### src/rtl/adder_arbiter_if.sv
// adder_arbiter_if: bundle of every signal between the adder arbiter, its
// requesters, the shared adder and the response consumer.
//   req_valid/req_ready/req_a/req_b : per-requester operand channels (packed)
//   add_a/add_b/add_en/add_sum/add_carry : shared adder datapath
//   rsp_valid/rsp_ready/rsp_id/rsp_sum/rsp_carry : tagged response channel
//   op_count : completed-operation counter
// Modports: slave = the arbiter itself, master = the surrounding logic.
interface adder_arbiter_if #(
  parameter int N_REQ = 4,
  parameter int DW    = 8,
  parameter int ID_W  = $clog2(N_REQ)
);
  logic [N_REQ-1:0]    req_valid;
  logic [N_REQ-1:0]    req_ready;
  logic [N_REQ*DW-1:0] req_a;
  logic [N_REQ*DW-1:0] req_b;
  logic [DW-1:0]       add_a;
  logic [DW-1:0]       add_b;
  logic                add_en;
  logic [DW-1:0]       add_sum;
  logic                add_carry;
  logic                rsp_valid;
  logic                rsp_ready;
  logic [ID_W-1:0]     rsp_id;
  logic [DW-1:0]       rsp_sum;
  logic                rsp_carry;
  logic [15:0]         op_count;

  modport slave (
    input  req_valid, req_a, req_b, add_sum, add_carry, rsp_ready,
    output req_ready, add_a, add_b, add_en, rsp_valid, rsp_id, rsp_sum,
           rsp_carry, op_count
  );

  modport master (
    output req_valid, req_a, req_b, add_sum, add_carry, rsp_ready,
    input  req_ready, add_a, add_b, add_en, rsp_valid, rsp_id, rsp_sum,
           rsp_carry, op_count
  );
endinterface

### src/rtl/adder_arbiter.sv
// adder_arbiter: shares one adder between N_REQ requesters. A round-robin
// pick in IDLE accepts one operand pair, the operands are held on the adder
// for ADD_LAT cycles, then sum/carry are captured and returned on a single
// response channel tagged with the requester id. One operation in flight.
// Ports:
//   clk  : system clock, rising edge
//   rst  : asynchronous active-high reset
//   bus  : adder_arbiter_if.slave (request, adder and response channels)
//
// state | meaning
// IDLE  | arbitrate; req_ready to the winner, latch its operands
// WAIT  | operands on the adder, add_en high, count down ADD_LAT cycles
// RESP  | response presented, held until rsp_ready
module adder_arbiter #(
  parameter int N_REQ   = 4,
  parameter int DW      = 8,
  parameter int ADD_LAT = 1
) (
  input  logic             clk,
  input  logic             rst,
  adder_arbiter_if.slave   bus
);
  localparam int ID_W  = $clog2(N_REQ);
  localparam int CNT_W = $clog2(ADD_LAT + 1);

  typedef enum logic [1:0] {IDLE, WAIT, RESP} state_t;

  state_t           state_q, state_d;
  logic [ID_W-1:0]  last_grant_q;
  logic [ID_W-1:0]  id_q;
  logic [ID_W-1:0]  gnt_idx;
  logic [ID_W-1:0]  scan_idx;
  logic             gnt_found;
  logic [DW-1:0]    sel_a, sel_b;
  logic [DW-1:0]    op_a_q, op_b_q;
  logic [CNT_W-1:0] cnt_q;
  logic [ID_W-1:0]  rsp_id_q;
  logic [DW-1:0]    rsp_sum_q;
  logic             rsp_carry_q;
  logic [15:0]      op_count_q;
  logic [N_REQ-1:0] req_ready_c;

  // Round-robin search starting just after the previous winner.
  always_comb begin
    gnt_found = 1'b0;
    gnt_idx   = '0;
    scan_idx  = '0;
    for (int k = 1; k <= N_REQ; k++) begin
      scan_idx = ID_W'((int'(last_grant_q) + k) % N_REQ);
      if (!gnt_found && bus.req_valid[scan_idx]) begin
        gnt_found = 1'b1;
        gnt_idx   = scan_idx;
      end
    end
  end

  always_comb begin
    sel_a = '0;
    sel_b = '0;
    for (int i = 0; i < N_REQ; i++) begin
      if (gnt_idx == ID_W'(i)) begin
        sel_a = bus.req_a[i*DW +: DW];
        sel_b = bus.req_b[i*DW +: DW];
      end
    end
  end

  always_ff @(posedge clk or posedge rst) begin
    if (rst) state_q <= IDLE;
    else     state_q <= state_d;
  end

  // req_ready is gated by rst so a requester never sees an accept that the
  // held-in-reset registers cannot take.
  always_comb begin
    state_d     = state_q;
    req_ready_c = '0;
    case (state_q)
      IDLE: begin
        if (gnt_found && !rst) begin
          req_ready_c[gnt_idx] = 1'b1;
          state_d              = WAIT;
        end
      end
      WAIT: begin
        if (cnt_q == CNT_W'(1)) state_d = RESP;
      end
      RESP: begin
        if (bus.rsp_ready) state_d = IDLE;
      end
      default: state_d = IDLE;
    endcase
  end

  always_ff @(posedge clk or posedge rst) begin
    if (rst) begin
      last_grant_q <= ID_W'(N_REQ - 1);
      id_q         <= '0;
      op_a_q       <= '0;
      op_b_q       <= '0;
      cnt_q        <= '0;
      rsp_id_q     <= '0;
      rsp_sum_q    <= '0;
      rsp_carry_q  <= 1'b0;
      op_count_q   <= '0;
    end else begin
      case (state_q)
        IDLE: begin
          if (gnt_found) begin
            op_a_q       <= sel_a;
            op_b_q       <= sel_b;
            id_q         <= gnt_idx;
            last_grant_q <= gnt_idx;
            cnt_q        <= CNT_W'(ADD_LAT);
          end
        end
        WAIT: begin
          cnt_q <= cnt_q - 1'b1;
          if (cnt_q == CNT_W'(1)) begin
            rsp_sum_q   <= bus.add_sum;
            rsp_carry_q <= bus.add_carry;
            rsp_id_q    <= id_q;
          end
        end
        RESP: begin
          if (bus.rsp_ready) op_count_q <= op_count_q + 16'd1;
        end
        default: ;
      endcase
    end
  end

  // Operand registers drive the adder directly, so add_a/add_b keep their
  // last values outside WAIT; add_en tells the adder when they matter.
  assign bus.req_ready = req_ready_c;
  assign bus.add_a     = op_a_q;
  assign bus.add_b     = op_b_q;
  assign bus.add_en    = (state_q == WAIT);
  assign bus.rsp_valid = (state_q == RESP);
  assign bus.rsp_id    = rsp_id_q;
  assign bus.rsp_sum   = rsp_sum_q;
  assign bus.rsp_carry = rsp_carry_q;
  assign bus.op_count  = op_count_q;
endmodule

### src/flat_wrapper.sv
// flat-port wrapper written by rule: the top's interface ports become plain ports
module adder_arbiter_flat 
#(
  parameter int N_REQ   = 4,
  parameter int DW      = 8,
  parameter int ADD_LAT = 1
)
  (clk, rst, bus_req_valid, bus_req_a, bus_req_b, bus_add_sum, bus_add_carry, bus_rsp_ready, bus_req_ready, bus_add_a, bus_add_b, bus_add_en, bus_rsp_valid, bus_rsp_id, bus_rsp_sum, bus_rsp_carry, bus_op_count);
  adder_arbiter_if #(.N_REQ(N_REQ), .DW(DW)) bus_i ();
  input  logic clk;
  input  logic rst;
  input wire logic [$bits(bus_i.req_valid)-1:0] bus_req_valid;
  input wire logic [$bits(bus_i.req_a)-1:0] bus_req_a;
  input wire logic [$bits(bus_i.req_b)-1:0] bus_req_b;
  input wire logic [$bits(bus_i.add_sum)-1:0] bus_add_sum;
  input wire logic [$bits(bus_i.add_carry)-1:0] bus_add_carry;
  input wire logic [$bits(bus_i.rsp_ready)-1:0] bus_rsp_ready;
  output wire logic [$bits(bus_i.req_ready)-1:0] bus_req_ready;
  output wire logic [$bits(bus_i.add_a)-1:0] bus_add_a;
  output wire logic [$bits(bus_i.add_b)-1:0] bus_add_b;
  output wire logic [$bits(bus_i.add_en)-1:0] bus_add_en;
  output wire logic [$bits(bus_i.rsp_valid)-1:0] bus_rsp_valid;
  output wire logic [$bits(bus_i.rsp_id)-1:0] bus_rsp_id;
  output wire logic [$bits(bus_i.rsp_sum)-1:0] bus_rsp_sum;
  output wire logic [$bits(bus_i.rsp_carry)-1:0] bus_rsp_carry;
  output wire logic [$bits(bus_i.op_count)-1:0] bus_op_count;
  assign bus_i.req_valid = bus_req_valid;
  assign bus_i.req_a = bus_req_a;
  assign bus_i.req_b = bus_req_b;
  assign bus_i.add_sum = bus_add_sum;
  assign bus_i.add_carry = bus_add_carry;
  assign bus_i.rsp_ready = bus_rsp_ready;
  assign bus_req_ready = bus_i.req_ready;
  assign bus_add_a = bus_i.add_a;
  assign bus_add_b = bus_i.add_b;
  assign bus_add_en = bus_i.add_en;
  assign bus_rsp_valid = bus_i.rsp_valid;
  assign bus_rsp_id = bus_i.rsp_id;
  assign bus_rsp_sum = bus_i.rsp_sum;
  assign bus_rsp_carry = bus_i.rsp_carry;
  assign bus_op_count = bus_i.op_count;
  adder_arbiter #(.N_REQ(N_REQ), .DW(DW), .ADD_LAT(ADD_LAT)) u_core (.clk(clk), .rst(rst), .bus(bus_i));
endmodule
### config.mk
export PLATFORM = sky130hd
export DESIGN_NAME = adder_arbiter_flat
export DESIGN_NICKNAME = d
export VERILOG_FILES = /design/src/rtl/adder_arbiter_if.sv /design/src/rtl/adder_arbiter.sv /design/src/flat_wrapper.sv
export SDC_FILE = /design/constraint.sdc
export NUM_CORES = 1
export LEC_CHECK = 0
export ABC_AREA = 1
export BUFFER_PORTS_ARGS = -buffer_cell sky130_fd_sc_hd__buf_2
export CAP_MARGIN = 5
export CORE_MARGIN = 2
export CORE_UTILIZATION = 40
export DETAILED_ROUTE_END_ITERATION = 8
export HOLD_SLACK_MARGIN = 0.1
export PLACE_DENSITY_LB_ADDON = 0.12
export SLEW_MARGIN = 25
export SYNTH_ARGS = -nofsm -noshare
export SYNTH_HDL_FRONTEND = slang
export SYNTH_SLANG_ARGS = --single-unit
export TNS_END_PERCENT = 30
### constraint.sdc
create_clock -name clk -period 4.4 [get_ports clk]
set_clock_uncertainty 0.2 [all_clocks]
set_input_delay 0.22 -clock clk [delete_from_list [all_inputs] [get_ports clk]]
set_output_delay 0.22 -clock clk [all_outputs]
set_load 0.01 [all_outputs]
==> results of run 1 <==
==> stage by stage <==
| stage | setup slack [ns] | utilization [%] | total power [µW] |
|---|---|---|---|
| final | 0.490 | 57.4 | 3340 |
| after detailed placement | 1.36 | 50.3 | 2820 |
| after global routing | 0.189 | 57.4 | 3670 |
| after CTS | 0.492 | 57.4 | 3360 |
| after global placement | 1.44 | 50.3 | 2780 |
| after floorplan | 2.09 | - | 2400 |
==> flip-flops by register name, summed over array words and instances (netlist names) <==
signal	flops
u_core.id_q	2
u_core.bus.rsp_carry	1
u_core.state_q	2
u_core.bus.rsp_id	2
u_core.bus.rsp_sum	8
u_core.bus.op_count	16
u_core.bus.add_a	8
u_core.last_grant_q	2
u_core.cnt_q	1
u_core.bus.add_b	8
==> cells by family (layout without fill, tap and decap cells) <==
group / after synthesis / in the layout / share of synthesized area, %
xor+xnor: 14 / 14 / 4.13
mux: 9 / 9 / 3.42
fa+ha+maj: 1 / 1 / 0.422
flops: 50 / 50 / 42.3
buf+inv: 67 / 232 / 10.7
simple gates: 215 / 215 / 32.1
compound gates: 36 / 36 / 7.04
==> where the power goes <==
| group | leakage (µW) | switching, µW | internal [µW] |
|---|---|---|---|
| Clock | 0.0000478 | 155 | 130 |
| Combinational | 0.00167 | 1370 | 900 |
| Sequential | 0.000612 | 126 | 660 |
==> per-layer routing <==
metal / part of all wire (%) / up-vias / wire length (µm)
li1: - / 1550 / -
met1: 45 / 1382 / 3560
met2: 49 / 83 / 3910
met3: 5.1 / 11 / 410
met4: 1.3 / 0 / 102
met5: 0 / - / 0
==> cell type report <==
| cell class | count | area [µm²] | share of cell area (%) |
|---|---|---|---|
| Inverter | 53 | 201 | 4.87 |
| Clock buffer | 6 | 82.6 | 1.99 |
| Multi-Input combinational cell | 275 | 1400 | 33.7 |
| Clock inverter | 2 | 16.3 | 0.393 |
| Tap cell | 99 | 124 | 2.99 |
| Timing Repair Buffer | 171 | 1070 | 25.7 |
| Sequential cell | 50 | 1250 | 30.3 |
==> worst min-delay path, stage by stage <==
cell and delay [ns]:
sky130_fd_sc_hd__buf_2 0.08, sky130_fd_sc_hd__inv_1 0.03, sky130_fd_sc_hd__nand2_1 0.05, sky130_fd_sc_hd__nand3_1 0.07, sky130_fd_sc_hd__nand2_1 0.05, sky130_fd_sc_hd__nand2_1 0.04
sky130_fd_sc_hd__nand2_1 0.05
==> placed cells by master, fill, tap and decap left out, types with 3 or more instances in the layout <==
| cell type | count |
|---|---|
| sky130_fd_sc_hd__nor3_1 | 5 |
| sky130_fd_sc_hd__clkbuf_8 | 6 |
| sky130_fd_sc_hd__xnor2_1 | 5 |
| sky130_fd_sc_hd__nor2_1 | 14 |
| sky130_fd_sc_hd__xor2_1 | 9 |
| sky130_fd_sc_hd__o21ai_0 | 12 |
| sky130_fd_sc_hd__o21ai_1 | 15 |
| sky130_fd_sc_hd__o21ai_2 | 7 |
| sky130_fd_sc_hd__dfrtp_1 | 48 |
| sky130_fd_sc_hd__nand3_2 | 3 |
| sky130_fd_sc_hd__nand3_1 | 46 |
| sky130_fd_sc_hd__mux2_2 | 9 |
| sky130_fd_sc_hd__nand2_1 | 132 |
| sky130_fd_sc_hd__nand2_2 | 5 |
| sky130_fd_sc_hd__inv_2 | 3 |
| sky130_fd_sc_hd__dlygate4sd3_1 | 41 |
| sky130_fd_sc_hd__inv_1 | 48 |
| sky130_fd_sc_hd__buf_2 | 128 |
==> path summary, 6_finish.rpt <==
check                                          to  slack (ns)  cells after the start
min in group asynchronous  u_core.bus.op_count[6]        0.42                      4
hold / removal                u_core.bus.add_b[4]        0.12                      7
max in group asynchronous   u_core.bus.rsp_sum[1]        3.14                      4
setup / recovery              u_core.bus.add_b[7]        0.49                     14
hold reg to reg               u_core.bus.add_b[4]        0.28                      2
setup reg to reg              u_core.bus.add_b[7]        0.49                     14
==> results.toml, run 1 <==
[setup_path]
criticalPathCategory = "reg -> reg"
critPathBufInv = 3
cp_cell_sequence = "inv_4, nand2_1, nand2_2, nand2_1, nand2_1, nand3_1, nand3_2, nor2_2, nand2_1, nand3_1, dlygate4sd3_1, nand2_1, dlygate4sd3_1, nand2_1"
critical_path_peak_fanout = 22
cp.required_ns = 4.45
crit_top_cell = "sky130_fd_sc_hd__nand2_1"
cp-startpoint = "u_core.last_grant_q[0]"
critical_path_end_type = "register"
critPathMaxStageDelay_ns = 0.65
r2r_start = "u_core.last_grant_q[0]"
arrival_ns = 3.96
cp-start-kind = "register"
cp_slowest_cell = "sky130_fd_sc_hd__dfstp_2"
cell_family_with_the_largest_share_of_critical_path_delay = "simple AND/OR/NAND/NOR gates"

[yosys]
number_of_library_cell_types_mapped_by_synthesis = 32
async_flop_share_pct = 100
yosys.area.top_type_share_pct = 40.5
sequential_to_total_area_share_from_yosys_stat_pct = 42.3
synthesis.nets = 473
yosysTopAreaCell = "sky130_fd_sc_hd__dfrtp_1"
post_synth_instance_area_um2 = 2970
synth-edff-count = 0
synth_commonest_cells = "sky130_fd_sc_hd__nand2_1, sky130_fd_sc_hd__inv_1, sky130_fd_sc_hd__dfrtp_1"
syn_area_per_cell_um2 = 7.57
synth_flop_cell = "sky130_fd_sc_hd__dfrtp_1"
yosys_warnings = 0
post-synth-top-count-cell = "sky130_fd_sc_hd__nand2_1"
yosys-top-cells-area = "sky130_fd_sc_hd__dfrtp_1, sky130_fd_sc_hd__nand2_1, sky130_fd_sc_hd__nand3_1, sky130_fd_sc_hd__inv_1, sky130_fd_sc_hd__mux2_2"
synth_cells = 392
synth-seq-cells = 50

[global_route]
busiest_layer = "met2"
gr-usage-all-layers_pct = 19.8
globalRouteMet1Util_pct = 24.3
grt_util_met3_pct = 4.53
first_global_vias = 2919
initial_antenna_violation_count = 0
grt_max_degree = 52
gr_ovfl_total = 0
grt_pass1_wl_um = 13300
met2_usage_pct = 35.2

[timing]
fin_hold_ws_ns = 0.116
setup_viol = 0
min_period_over_period_pct = 88.9
unrepaired_setup_endpoints_after_global_routing = "no"
worst_slew_pin_slew_ns = 0.641
relSlewSlack_pct = 57.3
fmaxAchievable_mhz = 256
period_minus_slack_ns = 3.91
totalNegativeSetupSlack_ns = 0
final_hold_viol_count = 0
finalMaxSlewViolations = 0

[placed_design]
gpl.final_weighted_congestion = 0.837
port_buffers = 128
place_area_um2 = 3630
dp_hpwl_um = 5770
place.detailed.instances = 607

[power_and_ir_drop]
power.ir.vdd_worst_v = 0.000360
p_leak_uw = 0.00233
power.density_cell_area_nw_per_um2 = 806

[cts]
ctsResizeCount = 0
cts_tree = "done"
cts_htree_levels = 2
clk-insertion-delay-late_ns = 0.30
clock-root-buffer = "sky130_fd_sc_hd__clkbuf_8"
post_cts_buffers = 0
tritoncts.num_buffers = 5
cts-hold-fix-buffers = 41
clock_tree.buffer_depth = 2
clk_pin_slew_ns = 0.09
number_of_sinks_handled_by_clock_tree_synthesis = 50

[drt]
vias = 3026
vias_per_cell = 4.61
first_pass_iters = 6
avgRoutedWirePerCell_um = 12.2
drtIter0Drc = 96
detail-route-antenna-nets = 0
route.detailed.drc = 0
wirelength_um = 7990

[floorplanning]
die_area_um2 = 8120
initial_utilization_pct = 41.1
coreArea_um2 = 7210
floorplan.die.height_um = 90.1
fp.dieW_um = 90.1
io_pins = 129
core.rowCount = 31

[finish]
number_of_nets_in_the_final_layout = 637
antenna_cells = 0
final-instance-count-excl-fill = 656
design_area_um2 = 4140
ratio_of_cells_with_drive_above_1_in_the_final_layout_pct = 31.6
filler_cell_count = 718
layout-area-overhead-vs-synth_pct = 39.6

[hold_path]
worst_hold_startpoint = "bus_req_b[12]"
hold_path.class = "in -> reg"

[outcome]
status = "completed"

[flow_run]
cap_violations = 0
(Power assumes the default switching activity.)
==> run 2, diff against run 1 <==
- CAP_MARGIN: 5 -> default
- PLACE_DENSITY: default -> 0.68
- PLACE_DENSITY_LB_ADDON: 0.12 -> default
==> results.toml, run 2 (synthesized netlist as in run 1, its figures left out) <==
[global_route]
grt_pass1_wl_um = 14200
grt_util_met3_pct = 4.53
initial_antenna_violation_count = 0
met2_usage_pct = 39.2
grt_max_degree = 51
globalRouteMet1Util_pct = 25.1
first_global_vias = 3111
gr_ovfl_total = 0
gr-usage-all-layers_pct = 21.3
busiest_layer = "met2"

[setup_path]
criticalPathCategory = "reg -> reg"
critPathBufInv = 3
critical_path_peak_fanout = 22
arrival_ns = 3.99
cp-start-kind = "register"
crit_top_cell = "sky130_fd_sc_hd__nand2_1"
critical_path_end_type = "register"
cp_cell_sequence = "inv_4, nand2_1, nand2_1, nand2_2, nand2_1, nand2_1, nand3_2, nor2_2, nand2_1, nand3_1, dlygate4sd3_1, nand2_1, dlygate4sd3_1, nand2_1"
critPathMaxStageDelay_ns = 0.66
cp_slowest_cell = "sky130_fd_sc_hd__dfstp_2"
cp-startpoint = "u_core.last_grant_q[0]"
cell_family_with_the_largest_share_of_critical_path_delay = "simple AND/OR/NAND/NOR gates"
cp.required_ns = 4.45
r2r_start = "u_core.last_grant_q[0]"

[cts]
cts_htree_levels = 2
ctsResizeCount = 0
clock_tree.buffer_depth = 2
cts_tree = "done"
clk_pin_slew_ns = 0.10
number_of_sinks_handled_by_clock_tree_synthesis = 50
clk-insertion-delay-late_ns = 0.30
tritoncts.num_buffers = 5
clock-root-buffer = "sky130_fd_sc_hd__clkbuf_8"

[timing]
totalNegativeSetupSlack_ns = 0
setup_ws_ns = 0.465
fmaxAchievable_mhz = 254
relSlewSlack_pct = 58.7
period_minus_slack_ns = 3.94
min_period_over_period_pct = 89.4
worst_slew_pin_slew_ns = 0.620
finalMaxSlewViolations = 0
setup_viol = 0
final_hold_viol_count = 0
unrepaired_setup_endpoints_after_global_routing = "no"

[flow_run]
cap_violations = 0

[hold_path]
worst_hold_startpoint = "bus_req_b[2]"
hold_path.class = "in -> reg"

[drt]
vias_per_cell = 4.71
vias = 3097
avgRoutedWirePerCell_um = 12.7
detail-route-antenna-nets = 0
drtIter0Drc = 124
wirelength_um = 8330
route.detailed.drc = 0
first_pass_iters = 4

[finish]
final_common_cell = "sky130_fd_sc_hd__nand2_1"
most-common-layout-cells = "sky130_fd_sc_hd__nand2_1, sky130_fd_sc_hd__buf_2, sky130_fd_sc_hd__inv_1, sky130_fd_sc_hd__dfrtp_1, sky130_fd_sc_hd__nand3_1"
antenna_cells = 0
largest_register_ffs = 16
ratio_of_cells_with_drive_above_1_in_the_final_layout_pct = 31.5
filler_cell_count = 705
layout-area-overhead-vs-synth_pct = 39.5
number_of_nets_in_the_final_layout = 638

[placed_design]
worst_slack_placed_ns = 1.32
dp_hpwl_um = 5990
port_buffers = 128
gpl.final_weighted_congestion = 0.885

[power_and_ir_drop]
power.ir.vdd_worst_v = 0.000411
power.total_uw = 3360
p_leak_uw = 0.00233
power.density_cell_area_nw_per_um2 = 812

[floorplanning]
floorplan.die.height_um = 90.1
fp.dieW_um = 90.1
io_pins = 129
coreArea_um2 = 7210
die_area_um2 = 8120
initial_utilization_pct = 41.1
core.rowCount = 31

[outcome]
status = "completed"
## run 2: cell count changes in the layout (fill, tap and decap cells not counted)
cell / previous run / this run
sky130_fd_sc_hd__clkbuf_8: 6 / 5
sky130_fd_sc_hd__dlygate4sd3_1: 41 / 42
sky130_fd_sc_hd__clkinvlp_4: 1 / 0
sky130_fd_sc_hd__clkinv_2: 0 / 2
## run 2: repair_timing
item	4_1_cts	5_1_grt
endpoints found under the hold margin	76	0
buffers inserted	0	0
hold buffers	42	0
## run 2: area by class of cell
cell class / count / area, µm² / share of cell area (%)
multi-input cells: 275 / 1400 / 33.7
flip-flops and latches: 50 / 1250 / 30.3
repair buffers: 172 / 1080 / 26.0
inverters: 53 / 201 / 4.87
well taps: 99 / 124 / 2.99
clock buffers: 5 / 68.8 / 1.66
clock inverters: 3 / 18.8 / 0.453
## run 2: worst paths after layout
kind                                      endpoint  slack (ns)  cells past startpoint
min reg2reg                u_core.bus.op_count[15]        0.27                      1
min                            u_core.bus.add_b[2]        0.12                      7
min in group asynchronous             u_core.cnt_q        0.47                      4
max                            u_core.bus.add_b[0]        0.46                     14
max in group asynchronous    u_core.bus.rsp_sum[2]        3.11                      4
max reg2reg                    u_core.bus.add_b[0]        0.46                     14
## run 2: report_power, final
group          internal, µW  switching [µW]  total [µW]
clock network           112             156         268
logic                   918            1400        2320
registers               660             119         778
total                  1690            1670        3360
## run 2: metrics by stage
stage	utilization, %	instances	instance area [µm²]	hold slack (ns)
floorplan	-	392	2970	0.115
global placement	50.3	607	3630	0.218
detailed placement	50.3	607	3630	0.241
CTS	57.4	657	4140	0.105
global route	57.4	657	4140	0.163
finish	57.4	657	4140	0.116
## run 2: per-layer routing
layer,share of wire [%],vias up
li1,-,1557
met1,43,1413
met2,50,121
met3,6.1,6
met4,0.74,0
met5,0,-
## run 2: worst register-to-register path: cells and delay by family (launching register included)
family | cells | cell delay, ns
flip-flops | 1 | 0.66
buffers and inverters | 3 | 1.21
AND/OR/NAND/NOR | 11 | 1.81
